**src/rtl/onewire_slave.sv**
```systemverilog
// Single-wire bus responder: reset/presence handling, ROM command stage (Read/Skip/Match ROM)
// and reception of one 64-bit data word, LSB first.
module onewire_slave #(
    parameter logic [63:0] ROM_ID    = 64'h2800_000A_BCDE_F001,
    parameter int unsigned RESET_MIN = 480,
    parameter int unsigned PRES_WAIT = 30,
    parameter int unsigned PRES_LEN  = 120,
    parameter int unsigned SAMPLE_AT = 15,
    parameter int unsigned DRIVE_LEN = 45
) (
    input  logic        clk,
    input  logic        reset,
    input  logic        bus_in,
    input  logic        en_slave,
    output logic        slave_pull_low,
    output logic [63:0] data_out,
    output logic        data_valid,
    output logic        selected
);

    localparam int unsigned LW = $clog2(RESET_MIN + 1);

    typedef enum logic [2:0] {
        StIdle, StWaitReset, StPresWait, StPresence, StRomCmd, StSendRom, StMatchRom, StRecvData
    } state_t;

    state_t         state;
    logic           sync1, bs, bs_prev;
    logic [LW-1:0]  low_cnt;
    logic           rst_seen;
    logic [15:0]    tmr;
    logic           slot_act;
    logic [6:0]     bit_cnt;
    logic [63:0]    sr;
    logic [63:0]    new_word;
    logic           fall, rise, rx_last;

    assign fall     = bs_prev & ~bs;
    assign rise     = ~bs_prev & bs;
    assign new_word = {bs, sr[63:1]};
    assign rx_last  = (state == StRomCmd) ? (bit_cnt == 7'd7) : (bit_cnt == 7'd63);

    // Synchronizer resets to the idle (released) bus level so no edge is seen out of reset.
    always_ff @(posedge clk) begin
        if (reset) begin
            sync1   <= 1'b1;
            bs      <= 1'b1;
            bs_prev <= 1'b1;
        end else begin
            sync1   <= bus_in;
            bs      <= sync1;
            bs_prev <= bs;
        end
    end

    always_ff @(posedge clk) begin
        if (reset) begin
            state          <= StIdle;
            slave_pull_low <= 1'b0;
            data_out       <= '0;
            data_valid     <= 1'b0;
            selected       <= 1'b0;
            low_cnt        <= '0;
            rst_seen       <= 1'b0;
            tmr            <= '0;
            slot_act       <= 1'b0;
            bit_cnt        <= '0;
            sr             <= '0;
        end else begin
            data_valid <= 1'b0;
            if (!en_slave) begin
                state          <= StIdle;
                slave_pull_low <= 1'b0;
                selected       <= 1'b0;
                low_cnt        <= '0;
                rst_seen       <= 1'b0;
                tmr            <= '0;
                slot_act       <= 1'b0;
                bit_cnt        <= '0;
                sr             <= '0;
            end else if (state == StIdle) begin
                state <= StWaitReset;
            end else begin
                if (bs) begin
                    low_cnt <= '0;
                end else if (low_cnt != LW'(RESET_MIN)) begin
                    low_cnt <= low_cnt + LW'(1);
                end
                if (!bs && low_cnt == LW'(RESET_MIN - 1)) rst_seen <= 1'b1;

                if (rise && rst_seen) begin
                    state          <= StPresWait;
                    rst_seen       <= 1'b0;
                    sr             <= '0;
                    bit_cnt        <= '0;
                    selected       <= 1'b0;
                    tmr            <= '0;
                    slot_act       <= 1'b0;
                    slave_pull_low <= 1'b0;
                end else begin
                    case (state)
                        StPresWait: begin
                            if (tmr == 16'(PRES_WAIT - 1)) begin
                                state          <= StPresence;
                                slave_pull_low <= 1'b1;
                                tmr            <= '0;
                            end else begin
                                tmr <= tmr + 16'd1;
                            end
                        end
                        StPresence: begin
                            if (tmr == 16'(PRES_LEN - 1)) begin
                                state          <= StRomCmd;
                                slave_pull_low <= 1'b0;
                                tmr            <= '0;
                                slot_act       <= 1'b0;
                            end else begin
                                tmr <= tmr + 16'd1;
                            end
                        end
                        StRomCmd, StMatchRom, StRecvData: begin
                            if (!slot_act) begin
                                if (fall) begin
                                    slot_act <= 1'b1;
                                    tmr      <= '0;
                                end
                            end else if (tmr == 16'(SAMPLE_AT)) begin
                                slot_act <= 1'b0;
                                sr       <= new_word;
                                bit_cnt  <= bit_cnt + 7'd1;
                                if (rx_last) begin
                                    sr      <= '0;
                                    bit_cnt <= '0;
                                    if (state == StRomCmd) begin
                                        case (new_word[63:56])
                                            8'h33:   state <= StSendRom;
                                            8'hCC: begin
                                                state    <= StRecvData;
                                                selected <= 1'b1;
                                            end
                                            8'h55:   state <= StMatchRom;
                                            default: state <= StWaitReset;
                                        endcase
                                    end else if (state == StMatchRom) begin
                                        if (new_word == ROM_ID) begin
                                            state    <= StRecvData;
                                            selected <= 1'b1;
                                        end else begin
                                            state <= StWaitReset;
                                        end
                                    end else begin
                                        data_out   <= new_word;
                                        data_valid <= 1'b1;
                                        state      <= StWaitReset;
                                    end
                                end
                            end else begin
                                tmr <= tmr + 16'd1;
                            end
                        end
                        StSendRom: begin
                            if (!slot_act) begin
                                if (fall) begin
                                    slot_act       <= 1'b1;
                                    tmr            <= '0;
                                    slave_pull_low <= ~ROM_ID[bit_cnt[5:0]];
                                end
                            end else if (tmr == 16'(DRIVE_LEN - 1)) begin
                                slot_act       <= 1'b0;
                                slave_pull_low <= 1'b0;
                                if (bit_cnt == 7'd63) begin
                                    bit_cnt  <= '0;
                                    state    <= StRecvData;
                                    selected <= 1'b1;
                                end else begin
                                    bit_cnt <= bit_cnt + 7'd1;
                                end
                            end else begin
                                tmr <= tmr + 16'd1;
                            end
                        end
                        default: ; // StWaitReset: slots are ignored until a reset pulse
                    endcase
                end
            end
        end
    end

endmodule

```
**config.mk**
```make
export PLATFORM = sky130hd
export DESIGN_NAME = onewire_slave
export DESIGN_NICKNAME = d
export VERILOG_FILES = /design/src/rtl/onewire_slave.sv
export SDC_FILE = /design/constraint.sdc
export NUM_CORES = 1
export LEC_CHECK = 0
export ABC_CLOCK_PERIOD_IN_PS = 8100
export BUFFER_PORTS_ARGS = -buffer_cell sky130_fd_sc_hd__buf_2
export CAP_MARGIN = 20
export CORE_MARGIN = 8
export CORE_UTILIZATION = 40
export DETAILED_ROUTE_END_ITERATION = 8
export PLACE_DENSITY_LB_ADDON = 0.12
export SETUP_SLACK_MARGIN = 0.5
export SLEW_MARGIN = 20
export SYNTH_ARGS = -nofsm -noshare
export SYNTH_HDL_FRONTEND = slang
export SYNTH_SLANG_ARGS = --single-unit
```
**constraint.sdc**
```tcl
create_clock -name clk -period 8.1 [get_ports clk]
set_input_delay 1.215 -clock clk [delete_from_list [all_inputs] [get_ports clk]]
set_output_delay 1.215 -clock clk [all_outputs]
set_load 0.1 [all_outputs]
```
# After elaboration in Yosys (flattened, before gate mapping)
# Memories as Yosys holds them, arrays and structs flattened. A register that Yosys moved wholly into a read port is not among the register bits.
# Index checks and enable logic that the tools add are counted.
[totals]
ff_bits = 171
romBits = 64
input_bits = 4
output_inout_bits = 67
word_cells = 188
mem_count = 1
[classes]
add_sub_neg = 3
order_cmp = 1
eq_ne = 49
n_mux = 72
bitwise = 14
n_reduce_logical = 32
[memory_table]
columns = ["name", "words", "word_bits", "rd", "rd_ports_with_merged_regs", "write_ports", "line_no", "source"]
rows = [
  ["(no name shown)", 64, 1, 1, 1, 0, "166", "slave_pull_low <= ~ROM_ID[bit_cnt[5:0]];"],
]
[ops]
columns = ["cell", "count"]
rows = [
  ["$mux 64", 5],
  ["$mux 16", 8],
  ["$eq 64x62->1 const B", 1],
  ["$pmux 16 s4", 1],
  ["$ne 4x4->1 const B", 14],
  ["$mux 7", 7],
  ["$reduce_and 9->1", 4],
  ["$mux 3", 11],
  ["$mux 1", 29],
  ["$ne 3x3->1 const B", 8],
  ["$mux 9", 2],
  ["$add 16x1->16 const B", 1],
  ["$eq 16x4->1 const B", 1],
  ["$eq 16x5->1 const B", 1],
  ["$eq 16x6->1 const B", 1],
  ["$eq 16x7->1 const B", 1],
  ["$ne 2x2->1 const B", 8],
  ["$pmux 7 s2", 1],
  ["$eq 3x3->1 const B", 4],
  ["$mux 6", 2],
  ["$not 1->1", 12],
  ["$pmux 3 s4", 1],
  ["$reduce_and 6->1", 2],
  ["$reduce_bool 4->1", 3],
  ["other kinds (32)", 43],
]

# Depth between registers and ports, before layout
# Gate-level depths: netlist of run 1.
[logic_depth]
ltp_word = 10
mapped_depth = 14
ltp_nobuf = 13

# Least setup slack after synthesis of run 1
# No wires, ideal clock.
[synth_timing]
path_type = "reg2reg"
start = "register tmr[0]"
end = "register (tool-made name)"
setup_time_ps = 75
arrival_ps = 2681
required_ps = 8025
setup_slack_ps = 5344
path_stages_with_launch = 13
n_path_buf = 1
period_less_slack_ps = 2756
path_cell_list = "dfxtp_1 ha_1 nand2b_1 mux2_4 or3_1 buf_2 nor4b_1 o21a_1 inv_1 ha_1 mux2i_1 o21ai_1 a22oi_2"
[synth_lines]
columns = ["element", "line_no", "source"]
rows = [
  ["from (decl)", "31", "logic [15:0] tmr;"],
  ["from (signal assigned)", "108", "tmr <= tmr + 16'd1;"],
  ["from (signal assigned)", "118", "tmr <= tmr + 16'd1;"],
  ["from (signal assigned)", "158", "tmr <= tmr + 16'd1;"],
]

==> results of run 1 <==
-- flip-flops by register name, indices dropped and copies added (netlist names), named ones only --
name            flops
bit_cnt             7
bs                  1
bs_prev             1
data_out           64
data_valid          1
low_cnt             9
rst_seen            1
selected            1
slave_pull_low      1
slot_act            1
sr                 63
state               3
sync1               1
tmr                16
-- power groups by stage --
stage	Sequential, uW	Clock (uW)	Combinational [uW]
global route	844	821	28.6
detailed placement	863	0	26.0
floorplan	862	0	19.6
global placement	863	0	26.1
CTS	844	780	26.1
finish	844	758	25.6
-- per-stage QoR --
stage	cell area, um^2	hold WS [ns]	util	std cells
after floorplan	7310	0.389	-	930
after global placement	7820	0.393	0.435	1179
after detailed placement	7820	0.400	0.435	1179
after CTS	8370	0.421	0.466	1210
after global routing	8370	0.435	0.466	1210
final	8370	0.416	0.466	1210
-- cell families (layout without fill, tap and decap cells) --
| group | Yosys count | after routing |
|---|---|---|
| multiplexers | 4 | 4 |
| AND/OR/NAND/NOR | 444 | 444 |
| adder cells (fa/ha/maj) | 7 | 7 |
| AO/OA/AOI/OAI | 210 | 210 |
| flip-flops | 171 | 171 |
| XOR/XNOR | 21 | 21 |
| buffers and inverters | 73 | 124 |
-- cells in the final DEF, fill, tap and decap left out, types with 5 or more instances in the layout --
| cell type | synthesis | routed |
|---|---|---|
| nor2b_1 | 5 | 5 |
| a21oi_1 | 147 | 147 |
| nand2_1 | 221 | 221 |
| clkbuf_16 | 0 | 17 |
| dfxtp_1 | 171 | 171 |
| and3_1 | 14 | 14 |
| nor2_1 | 44 | 43 |
| nor4b_1 | 6 | 6 |
| xnor2_1 | 6 | 6 |
| nand4_1 | 14 | 14 |
| o21ai_0 | 17 | 16 |
| a31oi_1 | 9 | 9 |
| or3_1 | 6 | 6 |
| nand3_1 | 78 | 78 |
| buf_2 | 3 | 70 |
| ha_1 | 7 | 7 |
| buf_4 | 0 | 8 |
| inv_1 | 15 | 15 |
| nor4_1 | 7 | 7 |
| xor2_1 | 15 | 15 |
| nor3_1 | 13 | 13 |
-- worst register-to-register path: cells and delay by family, from the launching register on --
family / cells / cell delay (ns)
buffers and inverters: 1 / 0.11
muxes: 2 / 0.56
and+or+nand+nor: 2 / 0.75
DFF: 1 / 0.75
AOI/OAI and AO/OA: 4 / 0.73
adders and majority gates: 1 / 0.30
-- final cells by class --
| type | instances | area share |
|---|---|---|
| timing repair buffer | 78 | 0.0490 |
| clock buffer | 20 | 0.0546 |
| sequential | 171 | 0.409 |
| multi-input combinational | 686 | 0.436 |
| clock inverter | 11 | 0.0108 |
| tap | 229 | 0.0342 |
| inverter | 15 | 0.00673 |
-- worst max path at each step --
stage	start	end	slack (ns)	cells past startpoint
after floorplan	tmr[0]	flop	5.34	12
after global placement	reset	flop	4.55	8
after detailed placement	reset	flop	4.56	8
after CTS	state[2]	flop	4.87	10
after global routing	state[2]	flop	4.63	10
final	state[2]	flop	4.84	10
-- per-layer routing --
layer,share of wire,up-vias
li1,-,3305
met1,0.48,3059
met2,0.47,125
met3,0.042,9
met4,0.0057,0
met5,0,-
==> summary.md, run 1 <==
| Metric | Value |
|---|---|
| Status | `complete, no violations` |
| Total grt overflow | `0` |
| Clock share of power | `0.466` |
| Power Density | `194 nW/um^2` |
| IO buf count | `70` |
| CTS tree | `built` |
| Layout cells sized above 1 | `0.129` |
| Final hold vios | `0` |
| Int Pwr | `1260 uW` |
| Yosys reg bits | `171` |
| Area grow syn2layout | `14.5%` |
| Multi-input combinational cell area | `3650 um^2` |
| Slowest cell on the critical path | `dfxtp_1` |
| Routed wire length | `18.9 mm` |
| Final worst slack | `4.84 ns` |
| Max Freq | `307 MHz` |
| Worst slew pin tran | `0.852 ns` |
| Maximum VDD drop | `0.122 mV` |
| Core footprint | `18000 um^2` |
| Critical Path, Cell by Cell | `nor3b_1 -> mux2_2 -> a31oi_1 -> nor4b_1 -> o21a_1 -> inv_1 -> ha_1 -> mux2i_1 -> o21ai_1 -> a22oi_2` |
| Adder-cell share of the synthesized area | `0.0120` |
| Initial antenna violation count | `0` |
| Hpwl dp | `12.3 mm` |
| Hold endpoint | `bs` |
| Setup_tns | `0 ns` |
| EDFF count, synth | `0` |
| Register area | `3420 um^2` |
| Top cells by area, synth | `dfxtp_1 (47%), nand2_1 (11%), a21oi_1 (10%)` |
| Worst Path Max Fanout | `21` |
| Count leader, synth | `nand2_1` |
| Ys Warns | `0` |
| Post-synthesis mux area share | `0.00633` |
| Avg Vias per Cell | `5.37` |
| CTS Root Cell | `clkbuf_16` |
| Die H | `151 um` |
| Largest stage delay on the critical path | `between 0.7 and 0.8 ns` |
| Routed Antenna Nets | `0` |
| Via count | `6498` |
| Post-Synth XOR/XNOR Area | `0.0251` |
| Total CTS buffers | `17` |
| Busiest grt layer | `met2` |
| Crit Path Class | `reg2reg` |
| Top cell types by occurrence after synthesis | `nand2_1 (221), dfxtp_1 (171), a21oi_1 (147), nand3_1 (78), clkbuf_1 (53)` |
| Register share of total power | `0.519` |
| Final setup fails | `0` |
| Largest family of logic cells by synthesized area | `simple AND/OR/NAND/NOR gates` |
| Post-route clock period utilization | `0.403` |
| Register area share after synthesis | `0.468` |
| Post-cts hold buffer count | `0` |
| Met3 Use GR | `0.0362` |
| Pin count of the biggest net entering global routing | `76` |
| ANT cells | `0` |
| Net count after synthesis | `between 900 and 1000` |
| Unrepaired setup endpoints after global routing | `no` |
| Met2 GRT Util | `0.265` |
| Hold Crit Start | `sync1` |
| DRC viols | `0` |
| Critical path data required time | `roughly 8.5 ns` |
| Primary FF master, synth | `dfxtp_1` |
| Synth Area in Compound Gates | `0.162` |
| Yosys top cell area share | `0.468` |
| Row Count | `49` |
| Hold Path Cell Cnt | `1` |
| CTS H-tree depth | `4` |
| Overall Power | `around 1600 uW` |
| Pre-Repair DR Iteration Count | `5` |
| Clk_lat worst skew | `0.42 ns` |
| R2R Setup Slk | `4.84 ns` |
| Fillers | `~1800` |
| FF-to-FF Start | `state[2]` |
| Switch Pwr | `~370 uW` |
| Post_cts resized | `0` |
| Syn avg cell area | `7.86 um^2` |
| Worst path bufs/invs | `1` |
| Relative slew slack | `0.432` |
| Setup Skew | `0.0125 ns` |
| R2R cell count | `10` |
| Initial Utilization | `0.407` |
| Met1 Track Usage GR | `0.232` |
| Leakage | `between 0.002 and 0.003 uW` |
| Worst Path Arrival | `3.61 ns` |
| Syn Inst Count | `930` |
| Simple-gate share of the synthesized area | `0.288` |
| Comb power frac | `0.016` |
| Clock sinks | `171` |
| Tot GR Track Use | `0.169` |
| Postcts setup bufs | `0` |
| Crit start category | `flop` |
| Pre-CTS setup slack | `approximately 4.6 ns` |
| Period minus WS final | `roughly 3.3 ns` |
| Clk slew on worst S/H paths | `0.07 ns` |
| Netlist cell types | `62` |
| Ys async rst share | `0` |
| Die X | `about 150 um` |
| Die area | `roughly 23000 um^2` |
| Synth Cell Area | `approximately 7300 um^2` |
| Routability Congestion | `0.851` |
| Delay-heaviest family, CP | `flip-flops` |
| Cell taking the most area after synthesis | `dfxtp_1` |
| Vias in the first global route | `6105` |
| IO Pins | `71` |
| First-pass GRT wire length | `31.6 mm` |
| Layout Nets | `980` |
| Clock Tree Buf Depth | `2` |
| Number of max-cap violations | `0` |
| Switching share of power | `0.227` |
| WL per Instance | `15.6 um` |
| Drt first-iter violations | `roughly 400` |
| HP Class | `reg2reg` |
| CP Capture Type | `flop` |
| Final Max Slew Viols | `0` |
No activity file was read; power rests on OpenSTA's default activity.
==> inputs of run 2 (changes only) <==
--- a/config.mk
+++ b/config.mk
@@ -5,7 +5,7 @@
 export SDC_FILE = /design/constraint.sdc
 export NUM_CORES = 1
 export LEC_CHECK = 0
-export ABC_CLOCK_PERIOD_IN_PS = 8100
+export ABC_CLOCK_PERIOD_IN_PS = 3150
 export BUFFER_PORTS_ARGS = -buffer_cell sky130_fd_sc_hd__buf_2
 export CAP_MARGIN = 20
 export CORE_MARGIN = 8
==> constraint.sdc (replaced) <==
create_clock -name clk -period 3.15 [get_ports clk]
set_input_delay 0.4725 -clock clk [delete_from_list [all_inputs] [get_ports clk]]
set_output_delay 0.4725 -clock clk [all_outputs]
set_load 0.1 [all_outputs]
==> run 2 against run 1 <==
Clock power increased to 2.9 times the previous value. Critical path type unchanged. Largest power group is now the clock network. Global-route usage increased by 0.79 points. Largest cell class unchanged. Via count increased by 2.6%.
==> summary.md, run 2 (synthesis results as in run 1) <==
| Metric | Value |
|---|---|
| Routed Antenna Nets | `0 (unchanged)` |
| Final setup fails | `0 (unchanged)` |
| Max reg flops | `64 (unchanged)` |
| Pin count of the biggest net entering global routing | `73 (-3.9%)` |
| Crit start category | `flop` |
| Met3 Use GR | `0.0370 (+0.000896)` |
| Largest stage delay on the critical path | `0.41 ns (-0.34 ns)` |
| Setup Skew | `0.0108 ns (-0.00168 ns)` |
| Clk slew on worst S/H paths | `0.07 ns (about the same)` |
| Worst Path Max Fanout | `9 (-57%)` |
| Die X | `151 um (unchanged)` |
| Relative slew slack | `0.305 (-0.127)` |
| Overall Power | `4470 uW (+170%)` |
| Area grow syn2layout | `19.8%` |
| Layout Nets | `1001 (+2.1%)` |
| Cell Count, Final, Fillers Out | `1232 (+1.8%)` |
| Leakage | `0.00303 uW (+6.4%)` |
| IO buf count | `70 (unchanged)` |
| Final Max Slew Viols | `0 (unchanged)` |
| CTS Root Cell | `clkbuf_16` |
| Clock sinks | `171 (unchanged)` |
| Status | `complete, no violations` |
| Routability Congestion | `0.906 (+6.5%)` |
| Layout cells sized above 1 | `0.167 (+0.0380)` |
| Met1 Track Usage GR | `0.244 (+0.0127)` |
| Biggest regs | `data_out x64, sr x63, tmr x16` |
| Most common cell after layout, fill and taps aside | `nand2_1` |
| Critical path data required time | `3.50 ns (-4.95 ns)` |
| WL per Instance | `16.2 um (+3.4%)` |
| Critical Path, Cell by Cell | `nand2b_1 -> mux2_4 -> or3_4 -> nor4b_2 -> o21a_1 -> inv_2 -> ha_1 -> mux2i_1 -> o21ai_1 -> a22oi_2` |
| Drt first-iter violations | `616 (+53%)` |
| CTS H-tree depth | `4 (unchanged)` |
| Die H | `151 um (unchanged)` |
| Worst Path Arrival | `2.97 ns (-0.64 ns)` |
| Clk_lat worst skew | `0.42 ns (about the same)` |
| Die area | `22900 um^2 (unchanged)` |
| Met2 GRT Util | `0.270 (+0.00489)` |
| Post-placement cell count | `1189 (+0.85%)` |
| Initial antenna violation count | `0 (unchanged)` |
| Hpwl dp | `13.3 mm (+8.3%)` |
| IO Pins | `71 (unchanged)` |
| Row Count | `49 (unchanged)` |
| Period minus WS final | `2.62 ns (-0.642 ns)` |
| Via count | `6666 (+2.6%)` |
| Slowest cell on the critical path | `dfxtp_2` |
| Avg Vias per Cell | `5.41 (+0.75%)` |
| CP Capture Type | `flop` |
| Vias in the first global route | `6208 (+1.7%)` |
| Post-cts hold buffer count | `0 (unchanged)` |
| Busiest grt layer | `met2` |
| Clock Tree Buf Depth | `2 (unchanged)` |
| Unrepaired setup endpoints after global routing | `yes` |
| Final hold vios | `0 (unchanged)` |
| Max Freq | `382 MHz (+25%)` |
| CTS tree | `built` |
| HP Class | `in2reg` |
| Pre-Repair DR Iteration Count | `4 (-1)` |
| Maximum VDD drop | `0.308 mV (+150%)` |
| Largest Register | `data_out` |
| Worst slew pin tran | `1.04 ns (+0.190 ns)` |
| Crit Path Class | `reg2reg` |
| Initial Utilization | `0.407 (unchanged)` |
| First-pass GRT wire length | `32.8 mm (+3.9%)` |
| Hold Slack | `0.242 ns (-0.173 ns)` |
| Core footprint | `18000 um^2 (unchanged)` |
| Total grt overflow | `0 (unchanged)` |
| DRC viols | `0 (unchanged)` |
| Most frequent cells in the layout | `nand2_1 (220), dfxtp_1 (165), a21oi_1 (144), nand3_1 (78), buf_2 (70)` |
| Routed wire length | `19.9 mm (+5.3%)` |
| Number of max-cap violations | `0 (unchanged)` |
| Post-route clock period utilization | `0.831 (+0.429)` |
| Tot GR Track Use | `0.177 (+0.00789)` |
| ANT cells | `0 (unchanged)` |
| Setup_tns | `0 ns (unchanged)` |
| Power Density | `510 nW/um^2 (+160%)` |
| Total CTS buffers | `17 (unchanged)` |
-- run 2: cell types whose count changed in the layout (fill, tap and decap cells not counted), moves of 3 or more --
cell,delta
a21oi_1,-3
buf_12,+5
clkinv_4,-3
dfxtp_1,-6
buf_4,+16
dfxtp_2,+4
bufinv_16,+3
-- run 2: path summary, 6_finish.rpt --
kind	start	end	slack [ns]	cells after the start
hold / removal	bus_in	sync1	0.24	2
setup / recovery	state[1]	flop	0.53	10
hold reg to reg	sync1	bs	0.41	1
setup reg to reg	state[1]	flop	0.53	10
-- run 2: final cells by class --
cell class	count	area [um^2]
clock buffers	21	470
clock inverters	11	156
fillers	1779	9200
inverters	15	56.3
multi-input cells	686	3720
flip-flops and latches	171	3440
well taps	229	287
repair buffers	99	631
-- run 2: routing by layer --
layer / routed length, um / share of wire
met5: 0 / 0
met4: 301 / 0.015
met3: 943 / 0.047
met2: 9100 / 0.46
met1: 9560 / 0.48
-- run 2: through the flow --
stage	utilization	worst slack [ns]	instance area, um^2
after floorplan	-	0.510	7330
after CTS	0.481	0.450	8630
after global routing	0.488	0.430	8760
final	0.488	0.531	8760
after detailed placement	0.444	0.251	7970
after global placement	0.444	0.321	7970
-- run 2: critical path: cells and delay by family (launching register included) --
kind / cells / cell delay [ns]
mux: 2 / 0.50
buf+inv: 1 / 0.06
fa+ha+maj: 1 / 0.28
simple gates: 3 / 0.86
flops: 1 / 0.41
compound gates: 3 / 0.44
-- run 2: timing repair --
action,4_1_cts,5_1_grt
pin swaps,1,12
endpoints found under the hold margin,0,0
cloned,0,0
endpoints found under the setup margin,15,130
buffers inserted,1,10
resized for setup,8,15
-- run 2: power by group --
part / internal, uW / leakage (uW) / switching (uW) / total (uW)
sequential: 2160 / 0.00138 / 4.48 / 2170
clock: 1330 / 0.000303 / 901 / 2230
combinational: 16.9 / 0.00134 / 56.9 / 73.8
total: 3510 / 0.00303 / 962 / 4470
